`config.mk`:
```
export PLATFORM = sky130hd
export DESIGN_NAME = seg_write_back
export DESIGN_NICKNAME = d
export VERILOG_FILES = /design/src/rtl/seg_write_back_pkg.sv /design/src/rtl/seg_write_back_load_formatter.sv /design/src/rtl/seg_write_back.sv
export SDC_FILE = /design/constraint.sdc
export NUM_CORES = 1
export LEC_CHECK = 0
export CAP_MARGIN = 20
export CORE_MARGIN = 4
export CORE_UTILIZATION = 55
export DETAILED_ROUTE_END_ITERATION = 12
export DONT_BUFFER_PORTS = 1
export PLACE_DENSITY = 0.7
export SLEW_MARGIN = 20
export SYNTH_ARGS = -nofsm -noshare
export SYNTH_HDL_FRONTEND = slang
export SYNTH_SLANG_ARGS = --single-unit
```
`constraint.sdc`:
```
create_clock -name i_clk -period 2.7 [get_ports i_clk]
set_input_delay 0.405 -clock i_clk [delete_from_list [all_inputs] [get_ports i_clk]]
set_output_delay 0.405 -clock i_clk [all_outputs]
set_load 0.03 [all_outputs]
```
`src/rtl/seg_write_back_pkg.sv`:
```
// Shared MIPS datapath parameters: widths, WB control bus bit positions and
// load-format bit positions used by the write-back stage.
package seg_write_back_pkg;
    localparam int MIPS_LEN        = 32;
    localparam int MIPS_NB_ADDR    = 5;
    localparam int MIPS_NB_CTRL_WB = 2;
    localparam int NB_FMT          = 3;

    localparam int WB_REGWRITE = 1;
    localparam int WB_MEMTOREG = 0;

    localparam int FMT_LB  = 2;
    localparam int FMT_LH  = 1;
    localparam int FMT_UNS = 0;
endpackage

```
`src/rtl/seg_write_back_load_formatter.sv`:
```
// Load lane select and sign/zero extension for LB/LH/LBU/LHU/LW.
module load_formatter
    import seg_write_back_pkg::*;
#(
    parameter int LEN = MIPS_LEN
) (
    input  logic [LEN-1:0]    word,
    input  logic [1:0]        lane,
    input  logic [NB_FMT-1:0] fmt,
    output logic [LEN-1:0]    data
);
    logic [7:0]  byte_v;
    logic [15:0] half_v;

    // Little-endian lanes; lane[0] is ignored for halfwords (no alignment trap).
    always_comb begin
        byte_v = word[{lane, 3'b000} +: 8];
        half_v = lane[1] ? word[31:16] : word[15:0];
        data   = word;
        if (fmt[FMT_LB])
            data = fmt[FMT_UNS] ? LEN'(byte_v) : {{(LEN-8){byte_v[7]}}, byte_v};
        else if (fmt[FMT_LH])
            data = fmt[FMT_UNS] ? LEN'(half_v) : {{(LEN-16){half_v[15]}}, half_v};
    end
endmodule

```
`src/rtl/seg_write_back.sv`:
```
// MEM/WB pipeline register plus write-back data select and retire counter.
module seg_write_back
    import seg_write_back_pkg::*;
#(
    parameter int LEN        = MIPS_LEN,
    parameter int NB_ADDR    = MIPS_NB_ADDR,
    parameter int NB_CTRL_WB = MIPS_NB_CTRL_WB
) (
    input  logic                  i_clk,
    input  logic                  i_rst,
    input  logic                  i_stall,
    input  logic                  i_flush,
    input  logic                  i_valid,
    input  logic [NB_CTRL_WB-1:0] i_ctrl_wb_bus,
    input  logic [2:0]            i_load_fmt,
    input  logic                  i_link,
    input  logic [LEN-1:0]        i_PC,
    input  logic [LEN-1:0]        i_read_data,
    input  logic [LEN-1:0]        i_alu_result,
    input  logic [NB_ADDR-1:0]    i_write_reg,
    input  logic                  i_count_clr,
    output logic [NB_ADDR-1:0]    o_write_reg,
    output logic [LEN-1:0]        o_write_data,
    output logic                  o_RegWrite,
    output logic                  o_valid,
    output logic [31:0]           o_retired_count
);
    logic                  valid_q;
    logic [NB_CTRL_WB-1:0] ctrl_q;
    logic [2:0]            fmt_q;
    logic                  link_q;
    logic [LEN-1:0]        pc_q;
    logic [LEN-1:0]        rdata_q;
    logic [LEN-1:0]        alu_q;
    logic [NB_ADDR-1:0]    wreg_q;
    logic [31:0]           retired_q;
    logic [LEN-1:0]        load_data;

    // A flush only kills valid/RegWrite; the rest of the payload is don't-care.
    always_ff @(posedge i_clk or negedge i_rst) begin
        if (!i_rst) begin
            valid_q <= 1'b0;
            ctrl_q  <= '0;
            fmt_q   <= '0;
            link_q  <= 1'b0;
            pc_q    <= '0;
            rdata_q <= '0;
            alu_q   <= '0;
            wreg_q  <= '0;
        end else if (i_flush) begin
            valid_q              <= 1'b0;
            ctrl_q[WB_REGWRITE]  <= 1'b0;
        end else if (!i_stall) begin
            valid_q <= i_valid;
            ctrl_q  <= i_ctrl_wb_bus;
            fmt_q   <= i_load_fmt;
            link_q  <= i_link;
            pc_q    <= i_PC;
            rdata_q <= i_read_data;
            alu_q   <= i_alu_result;
            wreg_q  <= i_write_reg;
        end
    end

    // An instruction retires on the edge it leaves WB, i.e. valid and not held.
    always_ff @(posedge i_clk or negedge i_rst) begin
        if (!i_rst)
            retired_q <= '0;
        else if (i_count_clr)
            retired_q <= '0;
        else if (valid_q && !i_stall)
            retired_q <= retired_q + 32'd1;
    end

    load_formatter #(.LEN(LEN)) u_load_formatter (
        .word (rdata_q),
        .lane (alu_q[1:0]),
        .fmt  (fmt_q),
        .data (load_data)
    );

    assign o_write_reg     = wreg_q;
    assign o_valid         = valid_q;
    assign o_RegWrite      = valid_q & ctrl_q[WB_REGWRITE] & (wreg_q != '0);
    assign o_write_data    = link_q              ? pc_q      :
                             ctrl_q[WB_MEMTOREG] ? load_data : alu_q;
    assign o_retired_count = retired_q;
endmodule

```
# After elaboration in Yosys (flattened, before gate mapping)
# Index checks and enable logic that the tools add are counted.
op_classes:
  n_eq_ne: 1
  n_reduce_logical: 5
  muxes: 13
  shift: 1
  n_addsub: 1
  bitwise: 4
op_table:
  columns: ["operator", "count"]
  rows:
  - ["32-bit 2-to-1 mux", 8]
  - ["32-bit by 1-bit adder with 32-bit output (second input constant)", 1]
  - ["32-bit by 6-bit variable part select with 8-bit output", 1]
  - ["16-bit 2-to-1 mux", 1]
  - ["5-bit nonzero test", 1]
  - ["1-bit 2-to-1 mux", 3]
  - ["1-bit bitwise AND", 2]
  - ["2-bit 2-to-1 mux", 1]
  - ["2-bit by 1-bit inequality test with 1-bit output (second input constant)", 1]
  - ["1-bit NOT", 2]
  - ["2-bit AND reduction", 1]
  - ["2-bit nonzero test", 1]
  - ["1-bit logical AND", 1]
  - ["1-bit zero test", 1]
totals:
  out_inout_bits: 71
  reg_bits: 140
  inputBits: 113
  wordCells: 35

# Longest topological paths before layout
# Gate-level depths: netlist (run 1).
depth:
  word_depth: 6
  depth_mapped: 6
  ltp_nobuf: 5

# Cells and area by module
# A second synthesis (run 1) with hierarchy kept.
hier_totals:
  hier_cells: 632
  area_unflattened_um2: 7185.6
modules_own_cells:
  columns: ["mod", "area_each_um2", "cells_per_inst", "seq_area_each_um2", "n_inst"]
  rows:
  - ["seg_write_back", 6383.6, 522, 3503.4, 1]
  - ["load_formatter", 802.0, 110, 0.0, 1]

# Least setup slack after synthesis (run 1)
# OpenSTA, ideal clock, no wires.
synth_timing:
  path_type: "register to output"
  startpoint: "register alu_q[1]"
  endpoint: "output port o_write_data[1]"
  required_ns: 2.295
  path_stages_with_launch: 7
  t_arrival_ns: 1.806
  path_slack_ns: 0.489
  path_buffers: 2
  path_cell_list: "dfrtp_1 clkbuf_1 clkbuf_1 nand3_1 a21oi_1 o21ai_0 a2bb2oi_1"
synth_between:
  elab_chain_cells: 6
  word_cells_on_any_way: 8
  cone_classes: "shift: 1; mux: 7"
synth_lines:
  columns: ["item", "line", "rtl"]
  rows:
  - ["start, declared", "seg_write_back.sv:34", "logic [LEN-1:0] alu_q;"]
  - ["start signal, assigned", "seg_write_back.sv:60", "alu_q <= i_alu_result;"]
  - ["parallel branches: the longest is 4 deep, another holds 32-bit by 6-bit variable part select with 8-bit output", null, null]
  - ["32-bit 2-to-1 mux *", "seg_write_back.sv:86", "ctrl_q[WB_MEMTOREG] ? load_data : alu_q;"]
  - ["32-bit 2-to-1 mux *", "seg_write_back.sv:85", "assign o_write_data = link_q ? pc_q :"]
  - ["end, declared", "seg_write_back.sv:23", "output logic [LEN-1:0] o_write_data,"]
# Mark *: on every way between the ends.

# Final worst setup path (run 1)
layout_timing:
  startpoint: "register fmt_q[1]"
  endpoint: "output port o_write_data[2]"
layout_between:
  elab_chain_cells: 4
layout_lines:
  columns: ["item", "line", "rtl"]
  rows:
  - ["start, declared", "seg_write_back.sv:30", "logic [2:0] fmt_q;"]
  - ["start signal, assigned", "seg_write_back.sv:56", "fmt_q <= i_load_fmt;"]
  - ["32-bit 2-to-1 mux", "seg_write_back_load_formatter.sv:22", "else if (fmt[FMT_LH])"]
  - ["32-bit 2-to-1 mux", "seg_write_back_load_formatter.sv:20", "if (fmt[FMT_LB])"]
  - ["32-bit 2-to-1 mux", "seg_write_back.sv:86", null]
  - ["32-bit 2-to-1 mux", "seg_write_back.sv:85", null]
# No other way between the ends.

==> qor.yml, run 1 <==
status:
  status: "finished, violations left"
  violations: "negative hold slack"
routing:
  antenna_left: 0
  num_vias: 5087
  drc_errors: 0
  drt_wl_total_um: 17580
  vias_per_cell: 6.319
  dr.first_iter.drc_count: 288
  firstDrtPassIters: 5
  wl_per_cell_um: 21.84
worst_setup_path:
  cp_data_arrival_time_ps: 2220
  startpoint: "fmt_q[1]"
  cp-start-kind: "flip-flop"
  crit_path_max_incr_delay_ps: 500
  path_max_fanout: 11
  crit_path_end_kind: "output port"
  slowest_stage: "dfrtp_1"
  cpMostUsedCell: "nand2_1"
  cp_cell_sequence: "nand2_1, buf_4, nand2_1, a311oi_1, a221o_1"
  required_ps: 2300
  r2r-start: "o_retired_count[11]"
  worstSetupPathType: "flip-flop to output port"
floorplan:
  die_h_um: 120.6
  start_util_pct: 57.11
  pin_count: 184
  row_count: 40
  dieArea_um2: 14550
  core_region_area_um2: 12210
  dieWidth_um: 120.6
cts:
  cts_buffers: 17
  clock_path_buffers: 2
  clk_pin_slew_ps: 60
  clkLatencyLatePin_ps: 420
  cts_tree: "built"
  cts_setup_buffers: 0
  numClockSinks: 140
  clock-root-buffer: "clkbuf_16"
  htree_levels: 4
run:
  max-cap-violations: 0
pwr:
  pwr_density_cell_nw_per_um2: 758.8
  peakVddDrop_v: 0.0004481
  p_leak_nw: 3.299
logic_synthesis:
  synthArstFlopShare_pct: 100.0
  synth_area_um2: 6974
  ys_seq_elements: 140
  ys_seq_area_share_pct: 50.23
  synth_warnings: 0
  synth_cell_types: 52
  syn_inst: 600
  synth_edf_count: 0
  avgSynthCellArea_um2: 11.62
  ys.flop_type: "dfrtp_1"
  syn_nets: 714
worst_hold_path:
  min_path_type: "input port to asynchronous set/reset pin"
finish:
  nFillCells: 1008
  areaGrowthSynthToFinish_pct: 14.12
  layout.nets: 734
  post_route_cells_drive_above_1_share_pct: 33.65
timing:
  fmax_mhz: 380.7
  worst_slew_pin_slew_ps: 554.7
  relSlewSlack_pct: 62.63
  fin_crit_ps: 2627
  rsz0062_at_grt: "yes"
  slew_violations: 0
  fin_ws_ps: 73.33
  setup_viol: 0
  fin_crit_sh_pct: 97.28
  fin_hold_ws_ps: -319.6
  clock_skew_ps: 10.16
  finalHoldViolations: 140
placement:
  post-place-ws_ps: 377.2
  place.gp.congestion: 0.9005
  dp_hpwl_um: 12520
  io_buffer_count: 0
global_route:
  grt_pass1_wl_um: 27970
  track_usage_pct: 24.71
  antenna_found_initial: 6
  grt_max_degree: 141
  grt_pass1_vias: 5208
  grt_overflow: 0
## layer usage
metal  vias to the layer above  wire length [um]  GRT usage, %
li1                       2281                 -             -
met1                      2554              7423         33.15
met2                       213              8270         37.58
met3                        35              1486         7.811
met4                         4               382         9.632
met5                         -                21             0
## worst max-delay path, delay by kind of cell, from the launching register on
kind	cells	cell delay (ps)
DFF	1	500
and+or+nand+nor	2	320
buffers and inverters	1	250
AOI/OAI and AO/OA	2	730
## cell usage after synthesis, drive strengths merged, types with 10 or more instances
master | number | share of area [%]
mux2i | 13 | 1.9
nand2b | 18 | 1.6
nand2 | 23 | 1.2
clkbuf | 35 | 1.9
o21ai | 24 | 1.7
nor2 | 28 | 1.5
mux2 | 110 | 18
or4 | 10 | 1.1
nand3 | 15 | 1.1
nand4 | 13 | 1.3
o31ai | 10 | 1.1
a21oi | 33 | 2.4
o22ai | 15 | 1.3
dfrtp | 140 | 50
a21o | 16 | 1.7
## placed cells by master (no fill, tap or decap), types with 3 or more instances in the layout
cell / n
a21oi_1: 33
diode_2: 4
o221a_2: 8
o31ai_1: 10
nand2b_1: 18
inv_1: 7
xnor2_1: 3
nand2_1: 23
buf_4: 41
clkinvlp_4: 3
clkbuf_16: 17
nand4_1: 12
mux2_2: 106
or3_1: 6
nor4_2: 4
mux2_1: 4
mux4_2: 6
nor4_1: 4
mux2i_1: 13
clkinv_2: 7
a21o_1: 16
dfrtp_1: 138
a311oi_1: 3
o21ai_0: 24
o22ai_1: 15
nor2b_1: 8
and3_1: 6
nand3_1: 14
or4_1: 9
a221o_1: 3
xor2_1: 7
nor2_1: 27
## where the power goes
part           internal (mW)  switching [mW]  total [mW]
sequential              2.34           0.239        2.58
combinational          0.569           0.689        1.26
clock                   1.34           0.861        2.21
## timing repair
action	4_1_cts	5_1_grt
endpoints found under the hold margin	140	140
gates resized for setup	3	6
setup endpoints to repair	26	15
## metrics by stage
stage	util, %	power [mW]	std cells	cell area, um^2	setup TNS [ps]
CTS	64.93	6.075	801	7929	0
global route	65.17	6.306	805	7959	-2.074
global placement	60.29	3.811	769	7362	0
detailed placement	60.29	3.852	769	7362	0
finish	65.17	6.040	805	7959	0
floorplan	-	3.506	600	6974	0
## final cells by class
type / count / area (um^2) / share of cell area (%)
sequential: 140 / 3506 / 44.05
multi-input combinational: 411 / 3308 / 41.57
clock buffer: 19 / 432.9 / 5.439
timing repair buffer: 43 / 339.1 / 4.260
tap: 168 / 210.2 / 2.641
clock inverter: 13 / 126.4 / 1.588
inverter: 7 / 26.28 / 0.3301
antenna: 4 / 10.01 / 0.1258
## path summary, 6_finish.rpt
kind,cells past startpoint,slack (ps),end
hold / removal,0,-320,o_retired_count[18]
min in group i_clk,1,50,o_retired_count[25]
setup reg to reg,4,540,o_retired_count[31]
max in group asynchronous,0,2790,alu_q[0]
hold reg to reg,1,510,alu_q[27]
setup / recovery,5,70,o_write_data[2]
## logic make-up (layout without fill, tap and decap cells)
group | after synthesis | after routing | share of synthesized area (%)
mux | 129 | 129 | 21.56
simple gates | 145 | 145 | 11.86
xor+xnor | 10 | 10 | 1.256
compound gates | 126 | 126 | 12.07
buf+inv | 49 | 82 | 2.835
flops | 140 | 140 | 50.23
other cells | 0 | 4 | 0
fa+ha+maj | 1 | 1 | 0.1794
(Power assumes the default switching activity.)
==> inputs of run 2 (changes only) <==
- PLACE_DENSITY: 0.7 -> 0.74
==> qor.yml, run 2 (synthesis results as in run 1) <==
timing:
  fmax_mhz: 385.8  # +1.3%
  setup_viol: 0  # unchanged
  relSlewSlack_pct: 61.92  # -0.71 points
  fin_crit_ps: 2592  # -34.46 ps
  slew_violations: 0  # unchanged
  worst_slew_pin_slew_ps: 565.2  # +10.50 ps
  rsz0062_at_grt: "no"
  fin_ws_ps: 107.8  # +34.46 ps
  finalHoldViolations: 140  # unchanged
  fin_crit_sh_pct: 96.01  # -1.3 points
  finalSetupTns_ps: 0  # unchanged
  fin_hold_ws_ps: -321.9  # -2.256 ps
  clock_skew_ps: 5.031  # -5.129 ps
worst_setup_path:
  path_max_fanout: 9  # -2
  cp_cell_sequence: "nand2_1, buf_4, nand2_1, a311oi_1, a221o_2"
  cp_data_arrival_time_ps: 2190  # -30 ps
  worstSetupPathType: "flip-flop to output port"
  cp-start-kind: "flip-flop"
  required_ps: 2300  # about the same
  cpMostUsedCell: "nand2_1"
  slowest_stage: "dfrtp_2"
  reg2reg_slack_ps: 550  # about the same
  crit_path_max_incr_delay_ps: 450  # -50 ps
  crit_path_end_kind: "output port"
cts:
  clk_pin_slew_ps: 60  # about the same
  clock_path_buffers: 2  # unchanged
  clkLatencyLatePin_ps: 420  # about the same
  numClockSinks: 140  # unchanged
  clock-root-buffer: "clkbuf_16"
  htree_levels: 4  # unchanged
  cts_tree: "built"
  cts_buffers: 17  # unchanged
pwr:
  p_leak_nw: 3.357  # +1.8%
  pwr_density_cell_nw_per_um2: 813.6  # +7.2%
  p_total_mw: 6.576  # +8.9%
  peakVddDrop_v: 0.0005428  # +21%
status:
  violations: "negative hold slack"
  status: "finished, violations left"
routing:
  drc_errors: 0  # unchanged
  wl_per_cell_um: 22.58  # +3.4%
  vias_per_cell: 6.387  # +1.1%
  antenna_left: 0  # unchanged
  dr.first_iter.drc_count: 359  # +25%
  firstDrtPassIters: 5  # unchanged
  drt_wl_total_um: 18110  # +3.0%
  num_vias: 5122  # +0.69%
placement:
  dpl-instance-area_um2: 7362  # unchanged
  place.gp.congestion: 0.8648  # -4.0%
  io_buffer_count: 0  # unchanged
  dp_hpwl_um: 12480  # -0.35%
  post-place-ws_ps: 358.2  # -19.01 ps
worst_hold_path:
  min_path_type: "input port to asynchronous set/reset pin"
floorplan:
  core_region_area_um2: 12210  # unchanged
  die_h_um: 120.6  # unchanged
  start_util_pct: 57.11  # unchanged
  pin_count: 184  # unchanged
  dieArea_um2: 14550  # unchanged
  dieWidth_um: 120.6  # unchanged
  row_count: 40  # unchanged
finish:
  layout.nets: 734  # unchanged
  final_common_cell: "dfrtp_1"
  regArea_um2: 3507  # about the same
  mostFrequentLayoutCells: "137 x dfrtp_1, 106 x mux2_2, 41 x buf_4, 33 x a21oi_1, 27 x nor2_1"
  post_route_cells_drive_above_1_share_pct: 33.49  # -0.16 points
  multiInputGateArea_um2: 3302  # -0.19%
  design_area_um2: 8083  # +1.6%
  nFillCells: 933  # -7.4%
  areaGrowthSynthToFinish_pct: 15.90
global_route:
  grt_max_degree: 141  # unchanged
  grt_overflow: 0  # unchanged
  grt_pass1_wl_um: 28260  # +1.0%
  track_usage_pct: 24.99  # +0.28 points
  antenna_found_initial: 3  # -3
  grt_pass1_vias: 5230  # +0.42%
run:
  max-cap-violations: 0  # unchanged
## run 2: final timing paths
path                                      from             endpoint  cells after the start
max in group asynchronous                i_rst             alu_q[0]                      0
min in group i_clk                 i_count_clr  o_retired_count[17]                      1
setup / recovery                      alu_q[1]      o_write_data[6]                      5
setup reg to reg           o_retired_count[11]  o_retired_count[27]                      4
hold / removal                           i_rst  o_retired_count[11]                      0
hold reg to reg                        pc_q[0]              pc_q[0]                      1
## run 2: cell type report
cell class	instances	area share, %
well taps	168	2.601
diodes	1	0.03096
inverters	7	0.3251
clock inverters	15	3.344
multi-input cells	411	40.85
flip-flops and latches	140	43.39
repair buffers	43	4.195
clock buffers	17	5.263
## run 2: critical path, delay by kind of cell (launching register included)
| family | cells | cell delay [ps] |
|---|---|---|
| compound gates | 2 | 760 |
| buf+inv | 1 | 250 |
| flops | 1 | 450 |
| simple gates | 2 | 310 |
## run 2: per-layer routing
layer | share of wire [%] | up-vias | GRT usage [%]
met5 | 0.14 | - | 0
met4 | 1.8 | 4 | 7.365
met3 | 8.0 | 32 | 9.682
met2 | 48 | 210 | 39.36
met1 | 42 | 2593 | 32.17
li1 | - | 2283 | -
## run 2: where the power goes
part           leakage, nW  internal, mW  switching, mW
registers             1.72          2.34          0.234
logic                 1.31         0.569          0.715
clock network        0.333          1.83          0.895
## run 2: what timing repair did
item	4_1_cts	5_1_grt
cloned	0	0
resized for setup	2	5
hold endpoints to repair	140	140
buffers inserted	0	0
setup endpoints to repair	24	22
## run 2: per-stage QoR
| step | cells | utilization [%] |
|---|---|---|
| after floorplan | 600 | - |
| after global placement | 769 | 60.29 |
| after detailed placement | 769 | 60.29 |
| after CTS | 801 | 66.00 |
| after global routing | 802 | 66.19 |
| final | 802 | 66.19 |
==> inputs of run 3 (changes only) <==
- SYNTH_HIERARCHICAL: default -> 1
==> qor.yml, run 3 <==
timing:
  fin_crit_ps: 2686  # +93.51 ps
  fin_hold_ws_ps: -320.8  # +1.108 ps
  worst_slew_pin_slew_ps: 837.9  # +272.7 ps
  relSlewSlack_pct: 44.09  # -18 points
  rsz0062_at_grt: "yes"
  slew_violations: 0  # unchanged
  fin_crit_sh_pct: 99.47  # +3.5 points
  fmax_mhz: 372.3  # -3.5%
  fin_ws_ps: 14.27  # -93.51 ps
  setup_viol: 0  # unchanged
  finalHoldViolations: 140  # unchanged
  clock_skew_ps: 7.638  # +2.607 ps
  finalSetupTns_ps: 0  # unchanged
routing:
  wl_met2_um: 9127  # +5.0%
  routed.top_layer: "met5"
  route.met3.wl_um: 1686  # +16%
  vias_per_cell: 6.034  # -5.5%
  drt-met1-wl_um: 7295  # -4.2%
  drt_wl_total_um: 18740  # +3.5%
  wl_per_cell_um: 21.79  # -3.5%
  dr.first_iter.drc_count: 429  # +19%
  antenna_left: 0  # unchanged
  drc_errors: 0  # unchanged
  num_vias: 5189  # +1.3%
  firstDrtPassIters: 4  # -1
logic_synthesis:
  synth.area.top_cells: "dfrtp_1 49%, mux2_2 17%, mux2i_1 8.1%, a21oi_1 2.9%, o21ai_0 2.4%"
  syn_inst: 632  # +5.3%
  syn_nets: 746  # +4.5%
  synth_top_area_share_pct: 48.76  # -1.5 points
  synth_cell_types: 42  # -19%
  synth_common_cells: "140 x dfrtp_1, 111 x mux2_2, 58 x mux2i_1, 42 x a21oi_1, 42 x nand2_1"
  ys.flop_type: "dfrtp_1"
  yosysMostFrequentCell: "dfrtp_1"
  synth_warnings: 6  # +6
  synth_area_um2: 7186  # +3.0%
  synthArstFlopShare_pct: 100.0  # unchanged
  avgSynthCellArea_um2: 11.37  # -2.2%
  ys_seq_elements: 140  # unchanged
  synth_top_area_cell: "dfrtp_1"
  synth_edf_count: 0  # unchanged
  ys_seq_area_share_pct: 48.76  # -1.5 points
global_route:
  grt_pass1_vias: 5413  # +3.5%
  grt_pass1_wl_um: 28780  # +1.9%
  grt_overflow: 0  # unchanged
  antenna_found_initial: 8  # +5
  track_usage_pct: 25.22  # +0.23 points
  grt_max_degree: 141  # unchanged
finish:
  post_route_cells_drive_above_1_share_pct: 34.65  # +1.2 points
  areaGrowthSynthToFinish_pct: 17.74
  nFillCells: 982  # +5.3%
  mostFrequentLayoutCells: "136 x dfrtp_1, 110 x mux2_2, 55 x mux2i_1, 55 x buf_4, 42 x nand2_1"
  multiInputGateArea_um2: 3555  # +7.7%
  regArea_um2: 3508  # about the same
  design_area_um2: 8461  # +4.7%
  layout.nets: 785  # +6.9%
  final_common_cell: "dfrtp_1"
cts:
  numClockSinks: 140  # unchanged
  clock_path_buffers: 2  # unchanged
  clkLatencyLatePin_ps: 420  # about the same
  htree_levels: 4  # unchanged
  clock-root-buffer: "clkbuf_16"
  cts_buffers: 17  # unchanged
  cts_tree: "built"
  clk_pin_slew_ps: 60  # about the same
worst_setup_path:
  reg2reg_slack_ps: 230  # -320 ps
  reg2reg_depth: 4  # unchanged
  regToRegEndpoint: "o_retired_count[18]"
  worstSetupPathType: "flip-flop to output port"
  cp-start-kind: "flip-flop"
  slowest_stage: "dfrtp_1"
  r2r-start: "o_retired_count[7]"
  critical-path-top-delay-family: "buffers and inverters"
  path_max_fanout: 6  # -3
  required_ps: 2300  # about the same
  crit_path_max_incr_delay_ps: 420  # -30 ps
  cp_cell_sequence: "mux2_4, a221oi_4, buf_6, clkbuf_16, a21oi_1, mux2i_1, o21ai_0, buf_4"
  cp_data_arrival_time_ps: 2280  # +90 ps
  crit_path_end_kind: "output port"
  cp.buffers_inverters: 3  # +2
placement:
  place.gp.congestion: 0.8488  # -1.9%
  io_buffer_count: 0  # unchanged
  dpl-instance-area_um2: 7624  # +3.6%
  post-place-ws_ps: 266.0  # -92.19 ps
  dp_hpwl_um: 13220  # +6.0%
floorplan:
  core_region_area_um2: 12720  # +4.2%
  row_count: 41  # +2.5%
  pin_count: 184  # unchanged
  die_h_um: 122.3  # +1.4%
  dieArea_um2: 14960  # +2.8%
  start_util_pct: 56.48  # -0.63 points
  dieWidth_um: 122.3  # +1.4%
pwr:
  p_leak_nw: 3.582  # +6.7%
  peakVddDrop_v: 0.0004575  # -16%
  pwr_density_cell_nw_per_um2: 770.3  # -5.3%
status:
  status: "finished, violations left"
  violations: "negative hold slack"
worst_hold_path:
  min_path_type: "input port to asynchronous set/reset pin"
run:
  max-cap-violations: 0  # unchanged
-- run 3: cell count changes in the layout (fill, tap and decap cells not counted), sizes merged, moves of 11 or more --
cell   change
a21o      -16
o21ai     +11
o22ai     -15
mux2i     +45
nand2     +19
buf       +20
-- run 3: area by class of cell --
cell class / instances / share of cell area (%)
Antenna cell: 4 / 0.1183
Sequential cell: 140 / 41.47
Timing Repair Buffer: 65 / 6.788
Tap cell: 172 / 2.544
Inverter: 8 / 0.3993
Clock inverter: 8 / 1.094
Clock buffer: 24 / 5.575
Multi-Input combinational cell: 439 / 42.01
-- run 3: where the power goes --
group	switching (mW)	internal, mW	total (mW)
clock network	0.838	1.40	2.24
registers	0.240	2.34	2.58
logic	0.919	0.782	1.70
-- run 3: cell families (layout without fill, tap and decap cells) --
group / after synthesis / count (layout) / share of synthesized area (%)
mux: 170 / 170 / 25.68
simple gates: 147 / 147 / 11.14
buf+inv: 53 / 105 / 3.587
xor+xnor: 11 / 11 / 1.341
other cells: 0 / 4 / 0
fa+ha+maj: 1 / 1 / 0.1741
compound gates: 110 / 110 / 9.316
flops: 140 / 140 / 48.76
-- run 3: through the flow --
stage	instances	total power, mW	utilization [%]
floorplan	632	3.624	-
global placement	816	4.066	59.92
detailed placement	816	4.119	59.92
CTS	849	6.397	64.67
global route	860	6.811	66.50
finish	860	6.517	66.50
-- run 3: worst max path at each step --
stage	from	end	slack, ps	depth (start not counted)
2_1_floorplan	fmt_q[1]	o_write_data[6]	330	6
3_3_place_gp	o_retired_count[7]	o_retired_count[18]	320	4
3_5_place_dp	o_retired_count[7]	o_retired_count[18]	270	4
4_1_cts	alu_q[1]	o_write_data[5]	-2	6
5_1_grt	alu_q[0]	o_write_data[25]	-90	8
6_report	alu_q[0]	o_write_data[22]	10	8
-- run 3: per-layer routing --
metal | GRT usage (%) | vias to the layer above
met1 | 30.00 | 2534
met3 | 10.14 | 43
met4 | 12.60 | 6
met2 | 39.75 | 212
li1 | - | 2394
met5 | 0 | -
-- run 3: worst reg2reg max path, cell delays in order (launching register included) --
cell and delay (ps):
dfrtp_1 580, nand3_1 270, or3_1 700, nor4_1 440, mux2_2 370
-- run 3: what timing repair did --
| action | in CTS | in global routing |
|---|---|---|
| endpoints found under the setup margin | 27 | 28 |
| resized for setup | 9 | 43 |
| cloned | 0 | 3 |
| endpoints found under the hold margin | 140 | 140 |
| setup buffers | 1 | 4 |
| pin swaps | 1 | 11 |
